--- config.mk ---
export PLATFORM = sky130hd
export DESIGN_NAME = dpe_demultiplexer
export DESIGN_NICKNAME = d
export VERILOG_FILES = /design/src/rtl/dpe_demultiplexer.sv
export SDC_FILE = /design/constraint.sdc
export NUM_CORES = 1
export LEC_CHECK = 0
export CORE_AREA = 2 2 123 125
export DETAILED_ROUTE_END_ITERATION = 10
export DIE_AREA = 0 0 125 127
export GPL_TIMING_DRIVEN = 0
export PLACE_DENSITY_LB_ADDON = 0.15
export SLEW_MARGIN = 40
export SYNTH_ARGS = -nofsm -noshare
export SYNTH_HDL_FRONTEND = slang
export SYNTH_SLANG_ARGS = --single-unit
--- constraint.sdc ---
create_clock -name clk -period 4.9 [get_ports clk]
set_input_delay 0.98 -clock clk [delete_from_list [all_inputs] [get_ports clk]]
set_output_delay 0.98 -clock clk [all_outputs]
set_load 0.01 [all_outputs]
--- src/rtl/dpe_demultiplexer.sv ---
// dpe_demultiplexer: routes the DPE egress AXI-Stream to the CPU or one of four Ethernet outputs by tuser_dst
// Ports: clk, rst_n (async active-low), pause (stop at next packet boundary), is_idle,
//   drop_cnt[15:0] (saturating unknown-destination drops), from_dpe_* (AXI-Stream slave),
//   to_cpu_* / to_eth_1_* .. to_eth_4_* (AXI-Stream masters, one per destination).
// Widths and destination addresses are parameters whose defaults mirror dpe_pkg.
// Define DPE_DEMUX_SKID_EN to put a 2-entry registered skid buffer on every output.
module dpe_demultiplexer #(
  parameter int DATA_W = 32,
  parameter int KEEP_W = DATA_W / 8,
  parameter int STAGE_W = 4,
  parameter int ADDR_W = 3,
  parameter logic [ADDR_W-1:0] DPE_ADDR_CPU = ADDR_W'(0),
  parameter logic [ADDR_W-1:0] DPE_ADDR_ETH_1 = ADDR_W'(1),
  parameter logic [ADDR_W-1:0] DPE_ADDR_ETH_2 = ADDR_W'(2),
  parameter logic [ADDR_W-1:0] DPE_ADDR_ETH_3 = ADDR_W'(3),
  parameter logic [ADDR_W-1:0] DPE_ADDR_ETH_4 = ADDR_W'(4)
) (
  input  logic               clk,
  input  logic               rst_n,
  input  logic               pause,
  output logic               is_idle,
  output logic [15:0]        drop_cnt,
  input  logic               from_dpe_tvalid,
  output logic               from_dpe_tready,
  input  logic [DATA_W-1:0]  from_dpe_tdata,
  input  logic               from_dpe_tlast,
  input  logic [KEEP_W-1:0]  from_dpe_tkeep,
  input  logic               from_dpe_tuser_bypass_all,
  input  logic [STAGE_W-1:0] from_dpe_tuser_bypass_stage,
  input  logic [ADDR_W-1:0]  from_dpe_tuser_src,
  input  logic [ADDR_W-1:0]  from_dpe_tuser_dst,
  output logic               to_cpu_tvalid,
  input  logic               to_cpu_tready,
  output logic [DATA_W-1:0]  to_cpu_tdata,
  output logic               to_cpu_tlast,
  output logic [KEEP_W-1:0]  to_cpu_tkeep,
  output logic               to_cpu_tuser_bypass_all,
  output logic [STAGE_W-1:0] to_cpu_tuser_bypass_stage,
  output logic [ADDR_W-1:0]  to_cpu_tuser_src,
  output logic [ADDR_W-1:0]  to_cpu_tuser_dst,
  output logic               to_eth_1_tvalid,
  input  logic               to_eth_1_tready,
  output logic [DATA_W-1:0]  to_eth_1_tdata,
  output logic               to_eth_1_tlast,
  output logic [KEEP_W-1:0]  to_eth_1_tkeep,
  output logic               to_eth_1_tuser_bypass_all,
  output logic [STAGE_W-1:0] to_eth_1_tuser_bypass_stage,
  output logic [ADDR_W-1:0]  to_eth_1_tuser_src,
  output logic [ADDR_W-1:0]  to_eth_1_tuser_dst,
  output logic               to_eth_2_tvalid,
  input  logic               to_eth_2_tready,
  output logic [DATA_W-1:0]  to_eth_2_tdata,
  output logic               to_eth_2_tlast,
  output logic [KEEP_W-1:0]  to_eth_2_tkeep,
  output logic               to_eth_2_tuser_bypass_all,
  output logic [STAGE_W-1:0] to_eth_2_tuser_bypass_stage,
  output logic [ADDR_W-1:0]  to_eth_2_tuser_src,
  output logic [ADDR_W-1:0]  to_eth_2_tuser_dst,
  output logic               to_eth_3_tvalid,
  input  logic               to_eth_3_tready,
  output logic [DATA_W-1:0]  to_eth_3_tdata,
  output logic               to_eth_3_tlast,
  output logic [KEEP_W-1:0]  to_eth_3_tkeep,
  output logic               to_eth_3_tuser_bypass_all,
  output logic [STAGE_W-1:0] to_eth_3_tuser_bypass_stage,
  output logic [ADDR_W-1:0]  to_eth_3_tuser_src,
  output logic [ADDR_W-1:0]  to_eth_3_tuser_dst,
  output logic               to_eth_4_tvalid,
  input  logic               to_eth_4_tready,
  output logic [DATA_W-1:0]  to_eth_4_tdata,
  output logic               to_eth_4_tlast,
  output logic [KEEP_W-1:0]  to_eth_4_tkeep,
  output logic               to_eth_4_tuser_bypass_all,
  output logic [STAGE_W-1:0] to_eth_4_tuser_bypass_stage,
  output logic [ADDR_W-1:0]  to_eth_4_tuser_src,
  output logic [ADDR_W-1:0]  to_eth_4_tuser_dst
);
  localparam int PW = DATA_W + 1 + KEEP_W + 1 + STAGE_W + 2 * ADDR_W;
  typedef enum logic [1:0] {IDLE, HEAD, FWD, DROP} state_t;
  state_t r_state, w_next;
  logic [2:0] r_sel, w_dec, w_idx;
  logic [15:0] r_drop;
  logic w_known, w_route, w_tready, w_fire;
  logic [4:0] w_vld, w_rdy, w_ordy, w_ovld;
  logic [PW-1:0] w_beat;
  logic [PW-1:0] w_pay [5];
  logic [PW-1:0] w_opay [5];
  assign w_beat = {from_dpe_tdata, from_dpe_tlast, from_dpe_tkeep, from_dpe_tuser_bypass_all,
                   from_dpe_tuser_bypass_stage, from_dpe_tuser_src, from_dpe_tuser_dst};
  assign w_ordy = {to_eth_4_tready, to_eth_3_tready, to_eth_2_tready, to_eth_1_tready, to_cpu_tready};
  // Output index: 0 = CPU, 1..4 = ETH_1..ETH_4
  assign w_dec = (from_dpe_tuser_dst == DPE_ADDR_ETH_1) ? 3'd1 :
                 (from_dpe_tuser_dst == DPE_ADDR_ETH_2) ? 3'd2 :
                 (from_dpe_tuser_dst == DPE_ADDR_ETH_3) ? 3'd3 :
                 (from_dpe_tuser_dst == DPE_ADDR_ETH_4) ? 3'd4 : 3'd0;
  assign w_known = from_dpe_tuser_dst inside {DPE_ADDR_CPU, DPE_ADDR_ETH_1, DPE_ADDR_ETH_2,
                                              DPE_ADDR_ETH_3, DPE_ADDR_ETH_4};
  assign w_fire = from_dpe_tvalid && w_tready;
  always_ff @(posedge clk or negedge rst_n)
    if (!rst_n) r_state <= IDLE;
    else r_state <= w_next;
  always_comb begin
    w_next = r_state;
    case (r_state)
      IDLE: w_next = pause ? IDLE : HEAD;
      // A single-beat packet, routed or dropped, keeps us at the boundary
      HEAD: w_next = pause ? IDLE : !w_fire ? HEAD : from_dpe_tlast ? HEAD : w_known ? FWD : DROP;
      default: w_next = (w_fire && from_dpe_tlast) ? (pause ? IDLE : HEAD) : r_state;
    endcase
  end
  always_comb begin
    // The first beat routes straight from the decoder so no bubble is inserted
    w_idx = (r_state == HEAD) ? w_dec : r_sel;
    w_route = (r_state == HEAD && !pause && w_known) || r_state == FWD;
    w_tready = (r_state == DROP) ? 1'b1 : w_route ? w_rdy[w_idx] : (r_state == HEAD && !pause);
    for (int k = 0; k < 5; k++) begin
      w_vld[k] = w_route && from_dpe_tvalid && w_idx == 3'(k);
      w_pay[k] = w_vld[k] ? w_beat : '0;
    end
  end
  always_ff @(posedge clk or negedge rst_n)
    if (!rst_n) begin
      r_sel <= 3'd0;
      r_drop <= '0;
    end else begin
      if (r_state == HEAD && w_fire && w_known) r_sel <= w_dec;
      if (r_state == HEAD && w_fire && !w_known && ~&r_drop) r_drop <= r_drop + 16'd1;
    end
  for (genvar i = 0; i < 5; i++) begin : g_out
`ifdef DPE_DEMUX_SKID_EN
    logic r_mv, r_sv;
    logic [PW-1:0] r_md, r_sd;
    // The skid entry only fills when the main entry is stalled, so ready is a pure flop output
    always_ff @(posedge clk or negedge rst_n)
      if (!rst_n) begin
        r_mv <= 1'b0;
        r_sv <= 1'b0;
        r_md <= '0;
        r_sd <= '0;
      end else if (!r_mv || w_ordy[i]) begin
        r_mv <= r_sv | w_vld[i];
        r_md <= r_sv ? r_sd : w_pay[i];
        r_sv <= 1'b0;
      end else if (w_vld[i] && !r_sv) begin
        r_sv <= 1'b1;
        r_sd <= w_pay[i];
      end
    assign w_rdy[i] = !r_sv;
    assign w_ovld[i] = r_mv;
    assign w_opay[i] = r_mv ? r_md : '0;
`else
    assign w_rdy[i] = w_ordy[i];
    assign w_ovld[i] = w_vld[i];
    assign w_opay[i] = w_pay[i];
`endif
  end
  assign from_dpe_tready = w_tready;
  assign drop_cnt = r_drop;
  assign is_idle = r_state == IDLE && !(|w_ovld);
  assign {to_eth_4_tvalid, to_eth_3_tvalid, to_eth_2_tvalid, to_eth_1_tvalid, to_cpu_tvalid} = w_ovld;
  assign {to_cpu_tdata, to_cpu_tlast, to_cpu_tkeep, to_cpu_tuser_bypass_all,
          to_cpu_tuser_bypass_stage, to_cpu_tuser_src, to_cpu_tuser_dst} = w_opay[0];
  assign {to_eth_1_tdata, to_eth_1_tlast, to_eth_1_tkeep, to_eth_1_tuser_bypass_all,
          to_eth_1_tuser_bypass_stage, to_eth_1_tuser_src, to_eth_1_tuser_dst} = w_opay[1];
  assign {to_eth_2_tdata, to_eth_2_tlast, to_eth_2_tkeep, to_eth_2_tuser_bypass_all,
          to_eth_2_tuser_bypass_stage, to_eth_2_tuser_src, to_eth_2_tuser_dst} = w_opay[2];
  assign {to_eth_3_tdata, to_eth_3_tlast, to_eth_3_tkeep, to_eth_3_tuser_bypass_all,
          to_eth_3_tuser_bypass_stage, to_eth_3_tuser_src, to_eth_3_tuser_dst} = w_opay[3];
  assign {to_eth_4_tdata, to_eth_4_tlast, to_eth_4_tkeep, to_eth_4_tuser_bypass_all,
          to_eth_4_tuser_bypass_stage, to_eth_4_tuser_src, to_eth_4_tuser_dst} = w_opay[4];
endmodule

# Word level (Yosys, flattened, before mapping)
# Index checks and enable logic that the tools add are counted.
[word_totals]
register_bits = 21
input_bits = 57
output_inout_bits = 263
wordCells = 64
[op_classes]
add_sub_neg = 1
n_lt_le_gt_ge = 1
n_eq_ne = 11
muxes = 21
n_reduce_logical = 27
[op_table]
columns = ["op", "count"]
rows = [
  ["2-to-1 mux 48 bit", 5],
  ["adder 16 x 1 -> 16 bit, second input constant", 1],
  ["AND reduction 16 bit", 1],
  ["logical AND 1 bit", 15],
  ["2-to-1 mux 3 bit", 5],
  ["== test 3 x 2 -> 1 bit, second input constant", 4],
  ["2-to-1 mux 2 bit", 4],
  ["== test 3 x 1 -> 1 bit, second input constant", 2],
  ["== test 3 bit, second input constant", 2],
  ["zero test 3 bit", 2],
  ["2-to-1 mux 1 bit", 5],
  ["nonzero test 5 bit", 1],
  ["OR reduction 5 bit", 1],
  ["== test 2 bit, second input constant", 2],
  ["zero test 1 bit", 4],
  ["< comparator 3 x 4 -> 1 bit, second input constant", 1],
  ["one-hot mux 2 bit (2 select lines)", 1],
  ["binary-select mux 1 bit (select 3 bit)", 1],
  ["nonzero test 3 bit", 1],
  ["== test 2 x 1 -> 1 bit, second input constant", 1],
  ["zero test 2 bit", 1],
  ["logical OR 1 bit", 1],
]

# Logic depth before layout (Yosys ltp)
[depth]
word_depth = 14
ltp_mapped = 9
ltp_nobuf = 6

# Worst setup path before layout
# OpenSTA, ideal clock, no wires.
[synth_timing]
kind = "input to output"
from = "input port from_dpe_tuser_dst[0]"
to = "output port to_eth_4_tdata[12]"
t_arrival_ns = 2.491
required_time_ns = 3.920
slack_ns = 1.429
path_stages = 9
path_buffers = 3
cell_sequence = "buf_2 -> o21ai_1 -> nand3b_1 -> nand2_1 -> nand2_1 -> nor3_2 -> clkbuf_1 -> clkbuf_2 -> and2_1"
[synth_between]
elab_chain_cells = 9
elab_cells_between_ends = 17
cone_classes = "5 x eq/ne; 6 x mux; 6 x reduce/logical"
[synth_rtl]
columns = ["item", "line_no", "rtl"]
rows = [
  ["from (decl)", "31", "input logic [ADDR_W-1:0] from_dpe_tuser_dst,"],
  ["== test 3 bit", "95, 96", ""],
  ["2-to-1 mux 3 bit", "95", "(from_dpe_tuser_dst == DPE_ADDR_ETH_4) ? 3'd4 : 3'd0;"],
  ["2-to-1 mux 3 bit", "94", "(from_dpe_tuser_dst == DPE_ADDR_ETH_3) ? 3'd3 :"],
  ["2-to-1 mux 3 bit", "93", "(from_dpe_tuser_dst == DPE_ADDR_ETH_2) ? 3'd2 :"],
  ["2-to-1 mux 3 bit", "92", "assign w_dec = (from_dpe_tuser_dst == DPE_ADDR_ETH_1) ? 3'd1 :"],
  ["2-to-1 mux 3 bit", "113", "w_idx = (r_state == HEAD) ? w_dec : r_sel;"],
  ["== test 3 bit", "117", "w_vld[k] = w_route && from_dpe_tvalid && w_idx == 3'(k);"],
  ["logical AND 1 bit (*)", "117", ""],
  ["2-to-1 mux 48 bit (*)", "118", "w_pay[k] = w_vld[k] ? w_beat : '0;"],
  ["to (decl)", "70", "output logic [DATA_W-1:0] to_eth_4_tdata,"],
]
# Mark *: on every way between the ends. The rest lies on a longest branch, timed or not.

# Worst setup path after layout
[layout_timing]
from = "input port from_dpe_tuser_dst[0]"
to = "output port to_eth_1_tdata[5]"
[layout_between]
elab_chain_cells = 9
elab_cells_between_ends = 17
cone_classes = "5 x eq/ne; 6 x mux; 6 x reduce/logical"
[layout_rtl]
columns = ["item", "line_no", "rtl"]
rows = [
  ["== test 3 bit", "95, 96", ""],
  ["2-to-1 mux 3 bit", "95", ""],
  ["2-to-1 mux 3 bit", "94", ""],
  ["2-to-1 mux 3 bit", "93", ""],
  ["2-to-1 mux 3 bit", "92", ""],
  ["2-to-1 mux 3 bit", "113", ""],
  ["== test 3 x 1 -> 1 bit", "117", ""],
  ["logical AND 1 bit (*)", "117", ""],
  ["2-to-1 mux 48 bit (*)", "118", ""],
  ["to (decl)", "43", "output logic [DATA_W-1:0] to_eth_1_tdata,"],
]
# Marks and branches as above.

==> results.py <==
metrics = {
    "clocking": {
        "clock-root-buffer": "clkbuf_16",
        "cts_buffers": 3,
        "cts_max_level": 1,
        "cts_tree": "yes",
        "clock_sinks": 21,
        "insertion_delay_ns": 0.25,
        "clk_pin_slew_worst_paths_ns": 0.06,
        "cts_buffer_depth": 2,
    },
    "global_routing": {
        "gr-usage-all-layers_pct": 18.0,
        "grt_max_degree": 22,
        "grt_pass1_wl_um": 22800,
        "first_global_vias": 3662,
        "grt_overflow": 0,
        "antenna_found_initial": 1,
    },
    "synth": {
        "syn_inst": 394,
        "synthMuxAreaShare_pct": 1.83,
        "ys_seq_area_share_pct": 17.8,
        "synth_ff_type": "dfrtp_1",
        "synth-simple-area-share_pct": 64.7,
        "synth_xor_xnor_area_share_pct": 4.46,
        "syn_avg_cell_area_um2": 7.48,
        "synthArstFlopShare_pct": 100,
        "synthTopCellsByArea": "and2_1 (51%), dfrtp_1 (18%), xnor2_1 (2.4%)",
        "synthTopCellsByCount": "and2_1 (241), dfrtp_1 (21), clkbuf_1 (16)",
        "syn_nets": 452,
        "synth_top_cell_by_area": "and2_1",
        "synth_edf_count": 0,
        "ys_ff_latch": 21,
        "synth_top_family_by_area": "simple AND/OR/NAND/NOR gates",
        "synth_compound_area_share_pct": 5.56,
        "synth_fa_ha_area_share_pct": 0.425,
        "yosysTopAreaCellShare_pct": 51.2,
        "ys_types": 46,
        "syn_area_um2": 2950,
        "synth.most_common_cell": "and2_1",
        "synth_warnings": 0,
    },
    "routing": {
        "antenna_left": 0,
        "route.vias.total": 3823,
        "firstDrtPassIters": 4,
        "drc": 0,
        "drt_iter0_drc": 105,
        "wirelength_um": 15400,
        "wl_per_cell_um": 17.1,
        "viasPerCell": 4.24,
    },
    "timing": {
        "tns_ns": 0,
        "fmax_mhz": 211,
        "worstMarginPinSlew_ns": 0.514,
        "clock_skew_ns": 0.00288,
        "post-route-period-util_pct": 96.8,
        "max_slew_margin_pct": 65.7,
        "min_period_ns": 4.74,
        "setup_violations": 0,
        "maxSlewViolCount": 0,
        "hold_viol": 0,
    },
    "placement": {
        "gp_congestion": 0.873,
        "dp_hpwl_um": 13000,
        "portBuffers": 318,
    },
    "worst_setup_path": {
        "worstReg2RegEnd": "r_sel[1]",
        "r2r_cells": 6,
        "reg2reg_slack_ns": 2.55,
        "start_kind": "input port",
        "arrival_ns": 3.76,
        "path_max_fanout": 10,
        "worstSetupPathType": "in2out",
        "end_kind": "output port",
        "required_ns": 3.92,
        "r2r-start": "r_state[0]",
    },
    "min_path": {
        "worstHoldEndpoint": "drop_cnt[14]",
        "hold_path_startpoint": "drop_cnt[14]",
        "hold_depth": 1,
        "min_path_type": "reg2reg",
    },
    "power_and_ir_drop": {
        "powerDensity_nw_per_um2": 193,
        "ir_drop_mv": 0.256,
        "p_leak_uw": 0.00258,
    },
    "final_layout": {
        "nNetsFinal": 776,
        "area_growth_pct": 121,
        "utilization_pct": 45.2,
        "fill_cells": 1440,
        "multi_input_area_um2": 2330,
        "final_layout_size_suffix_gt1_share_pct": 6.28,
        "diodes": 0,
        "final-seq-area_um2": 526,
    },
    "floorplanning": {
        "dieArea_um2": 15900,
        "start_util_pct": 20.4,
        "die_w_um": 125,
        "core.rowCount": 44,
        "chipHeight_um": 127,
        "ios": 320,
        "core_area_um2": 14400,
    },
    "flow_run": {
        "max_cap_violations": 0,
    },
    "run_status": {
        "status": "finished, final reports clean",
    },
}
## registers in the layout, summed over array words and instances, names as in the netlist
register  count
drop_cnt     16
r_sel         3
r_state       2
## what timing repair did
action / CTS / global route
endpoints found under the hold margin: 0 / 0
hold buffers: 0 / 0
pin swaps: 0 / 2
endpoints found under the setup margin: 60 / 129
resized for setup: 6 / 23
buffers inserted: 0 / 1
## where the power goes
group / switching (µW) / internal [µW]
logic: 399 / 445
registers: 40.3 / 201
clock network: 60.6 / 111
## layer usage
| layer | global-route usage, % | vias up | routed length, µm |
|---|---|---|---|
| li1 | - | 1889 | - |
| met1 | 20.4 | 1787 | 5930 |
| met2 | 34.9 | 129 | 8430 |
| met3 | 3.48 | 16 | 756 |
| met4 | 3.53 | 2 | 272 |
| met5 | 0 | - | 13 |
## area by class of cell
class                      count  area share, %
timing repair buffer         319           48.8
tap                          184           3.53
inverter                       3          0.173
buffer                        30           2.45
clock buffer                   4           1.21
sequential                    21           8.05
multi-input combinational    340           35.8
## how the worst max path moves through the flow
stage                     startpoint                  to  slack (ns)
6_report       from_dpe_tuser_dst[0]   to_eth_1_tdata[5]        0.16
5_1_grt        from_dpe_tuser_dst[0]   to_eth_1_tdata[5]       -0.01
4_1_cts        from_dpe_tuser_dst[0]    to_cpu_tdata[14]       -0.03
3_5_place_dp   from_dpe_tuser_dst[0]  to_eth_4_tdata[16]       -0.11
3_3_place_gp   from_dpe_tuser_dst[0]  to_eth_4_tdata[16]       -0.07
2_1_floorplan  from_dpe_tuser_dst[0]  to_eth_4_tdata[12]        1.43
## critical path, stage by stage
cell	delay (ns)
clkdlybuf4s50_1	0.48
buf_2	0.27
nor4b_4	0.09
a22oi_2	0.26
nand3_4	0.19
nor3b_4	0.32
clkbuf_1	0.41
and2_1	0.20
clkdlybuf4s50_1	0.56
## cell usage in the layout (no fill, tap or decap), drive strengths merged, types with 5 or more instances in the layout
cell,Yosys,layout
dfrtp,21,21
buf,9,11
and2,241,241
clkdlybuf4s50,0,317
nor3,5,5
nand2,11,11
a31oi,5,5
nor2b,5,5
a21oi,5,5
clkbuf,21,25
xor2,7,7
nor2,11,11
nand3,5,5
xnor2,8,8
and3,5,5
## through the flow
stage | setup WS, ns | cells | power [µW] | hold slack, ns | cell area, µm²
4_1_cts | -0.0324 | 900 | 1240 | 0.501 | 6450
2_1_floorplan | 1.43 | 394 | 630 | 0.519 | 2950
5_1_grt | -0.0108 | 901 | 1340 | 0.527 | 6530
6_report | 0.157 | 901 | 1260 | 0.503 | 6530
3_5_place_dp | -0.107 | 896 | 1050 | 0.491 | 6350
3_3_place_gp | -0.0687 | 896 | 1040 | 0.486 | 6360
## kinds of logic (layout without fill, tap and decap cells)
logic type | count (synthesis) | in the layout
simple gates | 300 | 300
flops | 21 | 21
xor+xnor | 15 | 15
mux | 4 | 4
fa+ha+maj | 1 | 1
buf+inv | 33 | 356
compound gates | 20 | 20
(Power assumes the default switching activity.)
